`config.mk`:
```
export PLATFORM = sky130hd
export DESIGN_NAME = find_bw_left_edge
export DESIGN_NICKNAME = d
export VERILOG_FILES = /design/src/rtl/find_bw_left_edge.sv
export SDC_FILE = /design/constraint.sdc
export NUM_CORES = 1
export LEC_CHECK = 0
export CORE_AREA = 2 2 346 348
export DETAILED_ROUTE_END_ITERATION = 6
export DIE_AREA = 0 0 348 350
export PLACE_DENSITY = 0.54
export SKIP_LAST_GASP = 1
export SYNTH_ARGS = -nofsm -noshare
export SYNTH_HDL_FRONTEND = slang
export SYNTH_SLANG_ARGS = --single-unit
```
`constraint.sdc`:
```
create_clock -name clk_i -period 9.05 [get_ports clk_i]
set_input_delay 1.81 -clock clk_i [delete_from_list [all_inputs] [get_ports clk_i]]
set_output_delay 1.81 -clock clk_i [all_outputs]
set_load 0.01 [all_outputs]
```
`src/rtl/find_bw_left_edge.sv`:
```
// find_bw_left_edge: locates the lower edge of a signal's occupied bandwidth.
// Scans the bins for the peak, then walks left from the peak to the first bin
// more than THRESHOLD_DB below it, and reports the bracketing bin pair.
// Optional build macro FIND_BW_LEFT_EDGE_SNAPSHOT_EN: copy both input arrays
// on start acceptance so the inputs may change during the scan.
module find_bw_left_edge #(
  parameter int unsigned ACCUM_WIDTH    = 18,
  parameter int unsigned FREQ_BIN_WIDTH = 16,
  parameter int unsigned THRESHOLD_DB   = 7680,
  parameter int unsigned NUM_ACCUMS     = 24
) (
  input  logic                             clk_i,
  input  logic                             rst_i,
  input  logic                             start_i,
  input  logic signed [ACCUM_WIDTH-1:0]    accumulator_val_i [NUM_ACCUMS],
  input  logic        [FREQ_BIN_WIDTH-1:0] freq_bin_i        [NUM_ACCUMS],
  output logic        [FREQ_BIN_WIDTH-1:0] f1_o,
  output logic        [FREQ_BIN_WIDTH-1:0] f2_o,
  output logic signed [ACCUM_WIDTH-1:0]    L1_o,
  output logic signed [ACCUM_WIDTH-1:0]    L2_o,
  output logic                             valid_o,
  output logic                             busy_o
);

  localparam int unsigned IDX_W = (NUM_ACCUMS > 1) ? $clog2(NUM_ACCUMS) : 1;
  localparam int unsigned EXT_W = ACCUM_WIDTH + 1;
  localparam logic [IDX_W-1:0] LAST_IDX = IDX_W'(NUM_ACCUMS - 1);
  localparam logic signed [EXT_W-1:0] THR_EXT = EXT_W'(THRESHOLD_DB);

  typedef enum logic [1:0] {IDLE, PEAK, SEARCH, DONE} state_t;

  state_t                          state_q, state_d;
  logic        [IDX_W-1:0]         idx_q, idx_m1;
  logic        [IDX_W-1:0]         peak_idx_q, peak_idx_nxt;
  logic        [IDX_W-1:0]         lo_idx_q, hi_idx_q;
  logic signed [ACCUM_WIDTH-1:0]   peak_q, peak_nxt, cur_acc;
  logic signed [EXT_W-1:0]         thr_q;
  logic                            start_ok, below;

  // Data source seen by the scan: live inputs or the start-time snapshot
  logic signed [ACCUM_WIDTH-1:0]    acc [NUM_ACCUMS];
  logic        [FREQ_BIN_WIDTH-1:0] frq [NUM_ACCUMS];

`ifdef FIND_BW_LEFT_EDGE_SNAPSHOT_EN
  logic signed [ACCUM_WIDTH-1:0]    acc_snap [NUM_ACCUMS];
  logic        [FREQ_BIN_WIDTH-1:0] frq_snap [NUM_ACCUMS];

  // Capture both input arrays when a start is accepted
  always_ff @(posedge clk_i) begin
    if (rst_i) begin
      for (int i = 0; i < int'(NUM_ACCUMS); i++) begin
        acc_snap[i] <= '0;
        frq_snap[i] <= '0;
      end
    end else if (start_ok) begin
      for (int i = 0; i < int'(NUM_ACCUMS); i++) begin
        acc_snap[i] <= accumulator_val_i[i];
        frq_snap[i] <= freq_bin_i[i];
      end
    end
  end

  assign acc = acc_snap;
  assign frq = frq_snap;
`else
  assign acc = accumulator_val_i;
  assign frq = freq_bin_i;
`endif

  // State register
  always_ff @(posedge clk_i) begin
    if (rst_i) state_q <= IDLE;
    else       state_q <= state_d;
  end

  // Next-state logic plus peak-update and threshold-crossing decodes
  always_comb begin
    state_d      = state_q;
    start_ok     = 1'b0;
    idx_m1       = '0;
    cur_acc      = acc[idx_q];
    peak_nxt     = peak_q;
    peak_idx_nxt = peak_idx_q;
    below        = 1'b0;

    if (idx_q != '0) idx_m1 = idx_q - IDX_W'(1);
    // Strictly greater keeps the lowest index on ties
    if (cur_acc > peak_q) begin
      peak_nxt     = cur_acc;
      peak_idx_nxt = idx_q;
    end
    below = ($signed({acc[idx_m1][ACCUM_WIDTH-1], acc[idx_m1]}) < thr_q);

    case (state_q)
      IDLE: begin
        // A start coinciding with the result strobe waits one cycle
        if (start_i && !valid_o) begin
          start_ok = 1'b1;
          state_d  = PEAK;
        end
      end
      PEAK:    if (idx_q == LAST_IDX) state_d = SEARCH;
      SEARCH:  if (idx_q == '0 || below) state_d = DONE;
      DONE:    state_d = IDLE;
      default: state_d = IDLE;
    endcase
  end

  // Scan datapath and registered result outputs
  always_ff @(posedge clk_i) begin
    if (rst_i) begin
      idx_q      <= '0;
      peak_idx_q <= '0;
      peak_q     <= '0;
      thr_q      <= '0;
      lo_idx_q   <= '0;
      hi_idx_q   <= '0;
      f1_o       <= '0;
      f2_o       <= '0;
      L1_o       <= '0;
      L2_o       <= '0;
      valid_o    <= 1'b0;
      busy_o     <= 1'b0;
    end else begin
      valid_o <= 1'b0;
      case (state_q)
        IDLE: begin
          if (start_ok) begin
            peak_q     <= accumulator_val_i[0];
            peak_idx_q <= '0;
            idx_q      <= IDX_W'(1);
            busy_o     <= 1'b1;
          end
        end
        PEAK: begin
          peak_q     <= peak_nxt;
          peak_idx_q <= peak_idx_nxt;
          if (idx_q == LAST_IDX) begin
            // One extra bit so a deep negative peak cannot wrap
            thr_q <= $signed({peak_nxt[ACCUM_WIDTH-1], peak_nxt}) - THR_EXT;
            idx_q <= peak_idx_nxt;
          end else begin
            idx_q <= idx_q + IDX_W'(1);
          end
        end
        SEARCH: begin
          if (idx_q == '0) begin
            lo_idx_q <= '0;
            hi_idx_q <= '0;
          end else if (below) begin
            lo_idx_q <= idx_m1;
            hi_idx_q <= idx_q;
          end else begin
            idx_q <= idx_m1;
          end
        end
        DONE: begin
          f1_o    <= frq[lo_idx_q];
          L1_o    <= acc[lo_idx_q];
          f2_o    <= frq[hi_idx_q];
          L2_o    <= acc[hi_idx_q];
          valid_o <= 1'b1;
          busy_o  <= 1'b0;
        end
        default: ;
      endcase
    end
  end

endmodule

```
==> results.cfg <==
[run_status]
status = finished, final reports clean

[sta]
slew_headroom = 0.188
finalSetupViolCount = 0
min_period_ps = 7550
max_clock_freq_mhz = 133
final_hold_viol_count = 0
postLayoutSetupSlackWorst_ps = 1500
grt_setup_unrepaired = no
maximum_clock_skew_at_final_layout_ps = 16.0
timing_worst_slew_pin_value_ps = 1220
report.final.slew_viol_count = 0
period_share = 0.834
final.setup.tns_ps = 0

[clock_tree]
clkSlewWorstSetupHoldPaths_ps = 70
cts_max_path_buffers = 2
h-tree-depth = 4
clock_sinks = 129
cts.root.buffer_cell = clkbuf_16
cts_setup_buffers = 0
cts_tree = yes
post_cts_resize_count = 0
cts_hold_buf = 0
cts_buffers = 17
clock_insertion_delay_worst_skew_ps = 490

[yosys]
synth.yosys.seq_area_share = 0.0989
synth_seq_cells = 129
yosys.area.top_type_share = 0.509
syn_nets = 3280
most_instantiated_flip_flop_cell_in_the_synthesis_netlist = dfxtp_1
synth.top_cells.by_area = mux4_2 51%, dfxtp_1 9.9%, a221oi_1 4.5%
yosysTopAreaCell = mux4_2
syn-cell-area_um2 = 26100
ys_warn_count = 0
asyncSetResetFlopFracSynth = 0
yosys.cell_types.count = 70
synthesized_area_per_cell_um2 = 10.8
netlist_instances = 2417
post-synth-top-count-cell = mux4_2
synth_commonest_cells = 590 x mux4_2, 266 x nand2_1, 194 x clkbuf_1
synth_edf_count = 0

[setup_path]
reg2reg_depth = 17
path_class = register to register
register_to_register_setup_slack_ps = 1500
critical-path-top-delay-family = simple AND/OR/NAND/NOR gates
reg2reg_from = idx_q[0]
worstPathRequired_ps = 9420
critical_path_arrival_ps = 7920
worstPathMaxFanout = 47
critical_path.reg2reg.endpoint = idx_q[1]
cpPeakStageDelay_ps = 890
path_buf_inv = 2
worst_path_max_delay_cell = a31oi_1
crit_path_cell_trace = inv_4 -> ha_1 -> or4b_1 -> nand2_4 -> buf_4 -> nand3_1 -> a31oi_1 -> o32ai_1 -> ha_1 -> nand4_1 -> or3_1 -> nor2_1 -> o211ai_1 -> a41o_1 -> o2111a_1 -> or3_1 -> mux2_4
setup.worst_path.start_class = register
setup.worst_path.end_class = register

[grt]
grt-ovfl-total = 0
global_route_wire_length_before_repair_um = 236000
grt.met1_usage = 0.385
via_count_of_the_first_global_routing_pass = 27500
gr-usage-met3 = 0.118
grt_use_met2 = 0.401
initial_antenna_violation_count = 105
maximum_number_of_pins_on_one_net_before_global_route_repair = 118
groute.usage.overall = 0.279
global_route.peak_usage_layer = met2

[hold_path]
worstHoldStart = thr_q[1]
holdPathStages = 2
min_to = thr_q[1]
path_type_of_the_worst_min_delay_path = register to register

[route]
routed-via-count = 29100
post_route_wl_um = 176000
drtPass1Iterations = 7
avgRoutedWirePerCell_um = 37.7
routed_via_density = 6.21
drt_drc_violations_left = 0
dr_iter_0_viols = 3847
postRouteAntennaNets = 0

[place]
post-place-ws_ps = 1550
gp_congestion = 0.951
place.detailed.hpwl_um = 139000
total_cell_area_at_the_placement_stage_um2 = 36400
placement.io_buffers = 888

[pwr]
total_power_mw = 6.28
power.leakage_nw = 11.1
cellPowerDensity_nw_per_um2 = 169
ir_drop_mv = 0.248

[final_layout]
register_area_um2 = 2620
final_nets = 3956
post-route-util = 0.315
post_route_cells_drive_above_1_share = 0.261
multi_input_area_um2 = 22100
fillerInstances = 12000
final_design_area_no_fill_um2 = 37100
area_growth_from_synthesis_to_layout_pct = 42.1

[floorplanning]
coreArea_um2 = 118000
initial_utilization = 0.222
die_x_um = 348
row_count = 126
ios = 889
die-height_um = 350
fp.dieArea_um2 = 122000

[flow_run]
maxCapViolCount = 0
==> per-stage QoR <==
stage          hold WS, ps  std cells
2_1_floorplan          436       2417
3_3_place_gp           446       4610
3_5_place_dp           448       4610
4_1_cts                458       4642
5_1_grt                480       4657
6_report               457       4683
==> placed cells by master, fill, tap and decap left out, types with 8 or more instances in the layout <==
master / Yosys / final
clkdlybuf4s50_1: 0 / 887
o21ai_0: 36 / 34
mux2i_1: 59 / 59
diode_2: 0 / 41
clkbuf_16: 0 / 18
a221oi_1: 135 / 135
inv_1: 47 / 47
nor2_1: 141 / 136
dfxtp_4: 0 / 9
a22oi_1: 14 / 14
a311oi_1: 40 / 40
a21oi_1: 53 / 52
buf_4: 19 / 62
nor2b_1: 12 / 12
o22ai_1: 10 / 10
o32ai_1: 15 / 15
or3_1: 8 / 8
a21o_1: 12 / 12
nor3_1: 106 / 105
nand2_1: 266 / 264
nand2b_1: 11 / 11
buf_12: 0 / 10
ha_1: 44 / 43
a31oi_1: 21 / 21
a211oi_1: 56 / 56
and2_1: 9 / 9
a22o_1: 10 / 10
mux4_2: 590 / 590
and3_1: 19 / 19
mux2_2: 76 / 76
dfxtp_1: 129 / 118
nand3_1: 94 / 94
==> worst max-delay path by stage <==
stage / from / end / cells past startpoint
final: idx_q[0] / idx_q[1] / 17
after global routing: idx_q[0] / idx_q[3] / 18
after CTS: idx_q[0] / idx_q[1] / 17
after detailed placement: idx_q[0] / idx_q[1] / 18
after global placement: idx_q[0] / idx_q[2] / 18
after floorplan: idx_q[0] / idx_q[1] / 28
==> layer usage <==
metal | up-vias | share of wire | wire [um]
met3 | 344 | 0.14 | 24000
met5 | - | 0.0040 | 709
met4 | 116 | 0.020 | 3530
met2 | 2078 | 0.42 | 74500
met1 | 14900 | 0.42 | 73600
li1 | 11600 | - | -
==> power breakdown <==
group | internal, mW | switching (mW) | total [mW]
clock | 0.397 | 0.334 | 0.731
combinational | 1.99 | 2.75 | 4.74
sequential | 0.674 | 0.134 | 0.809
==> worst min-delay path, stage by stage, from the launching register on <==
cell and delay (ps):
dfxtp_1 310, nand2_1 50, a21oi_1 50
==> state kept, by name, indices dropped and copies added (netlist names) <==
| signal | count |
|---|---|
| thr_q | 19 |
| L1_o | 18 |
| L2_o | 18 |
| peak_q | 18 |
| f1_o | 16 |
| f2_o | 16 |
| hi_idx_q | 5 |
| idx_q | 5 |
| lo_idx_q | 5 |
| peak_idx_q | 5 |
| state_q | 2 |
| busy_o | 1 |
| valid_o | 1 |
==> cells by family (layout without fill, tap and decap cells) <==
logic type,Yosys count,count (layout),synth area share
buf+inv,356,1045,0.0570
other cells,0,41,0
xor+xnor,5,5,0.00168
simple gates,696,696,0.120
flops,129,129,0.0989
fa+ha+maj,44,44,0.0211
mux,729,729,0.566
compound gates,458,458,0.135
==> final cells by class <==
class                      count  area share
tap                         1536      0.0518
clock buffer                  23      0.0137
inverter                      54     0.00553
antenna                       41     0.00276
sequential                   129      0.0705
clock inverter                 9     0.00189
timing repair buffer         959       0.257
multi-input combinational   1932       0.597
Note: power is estimated with default switching activity, not from simulation.
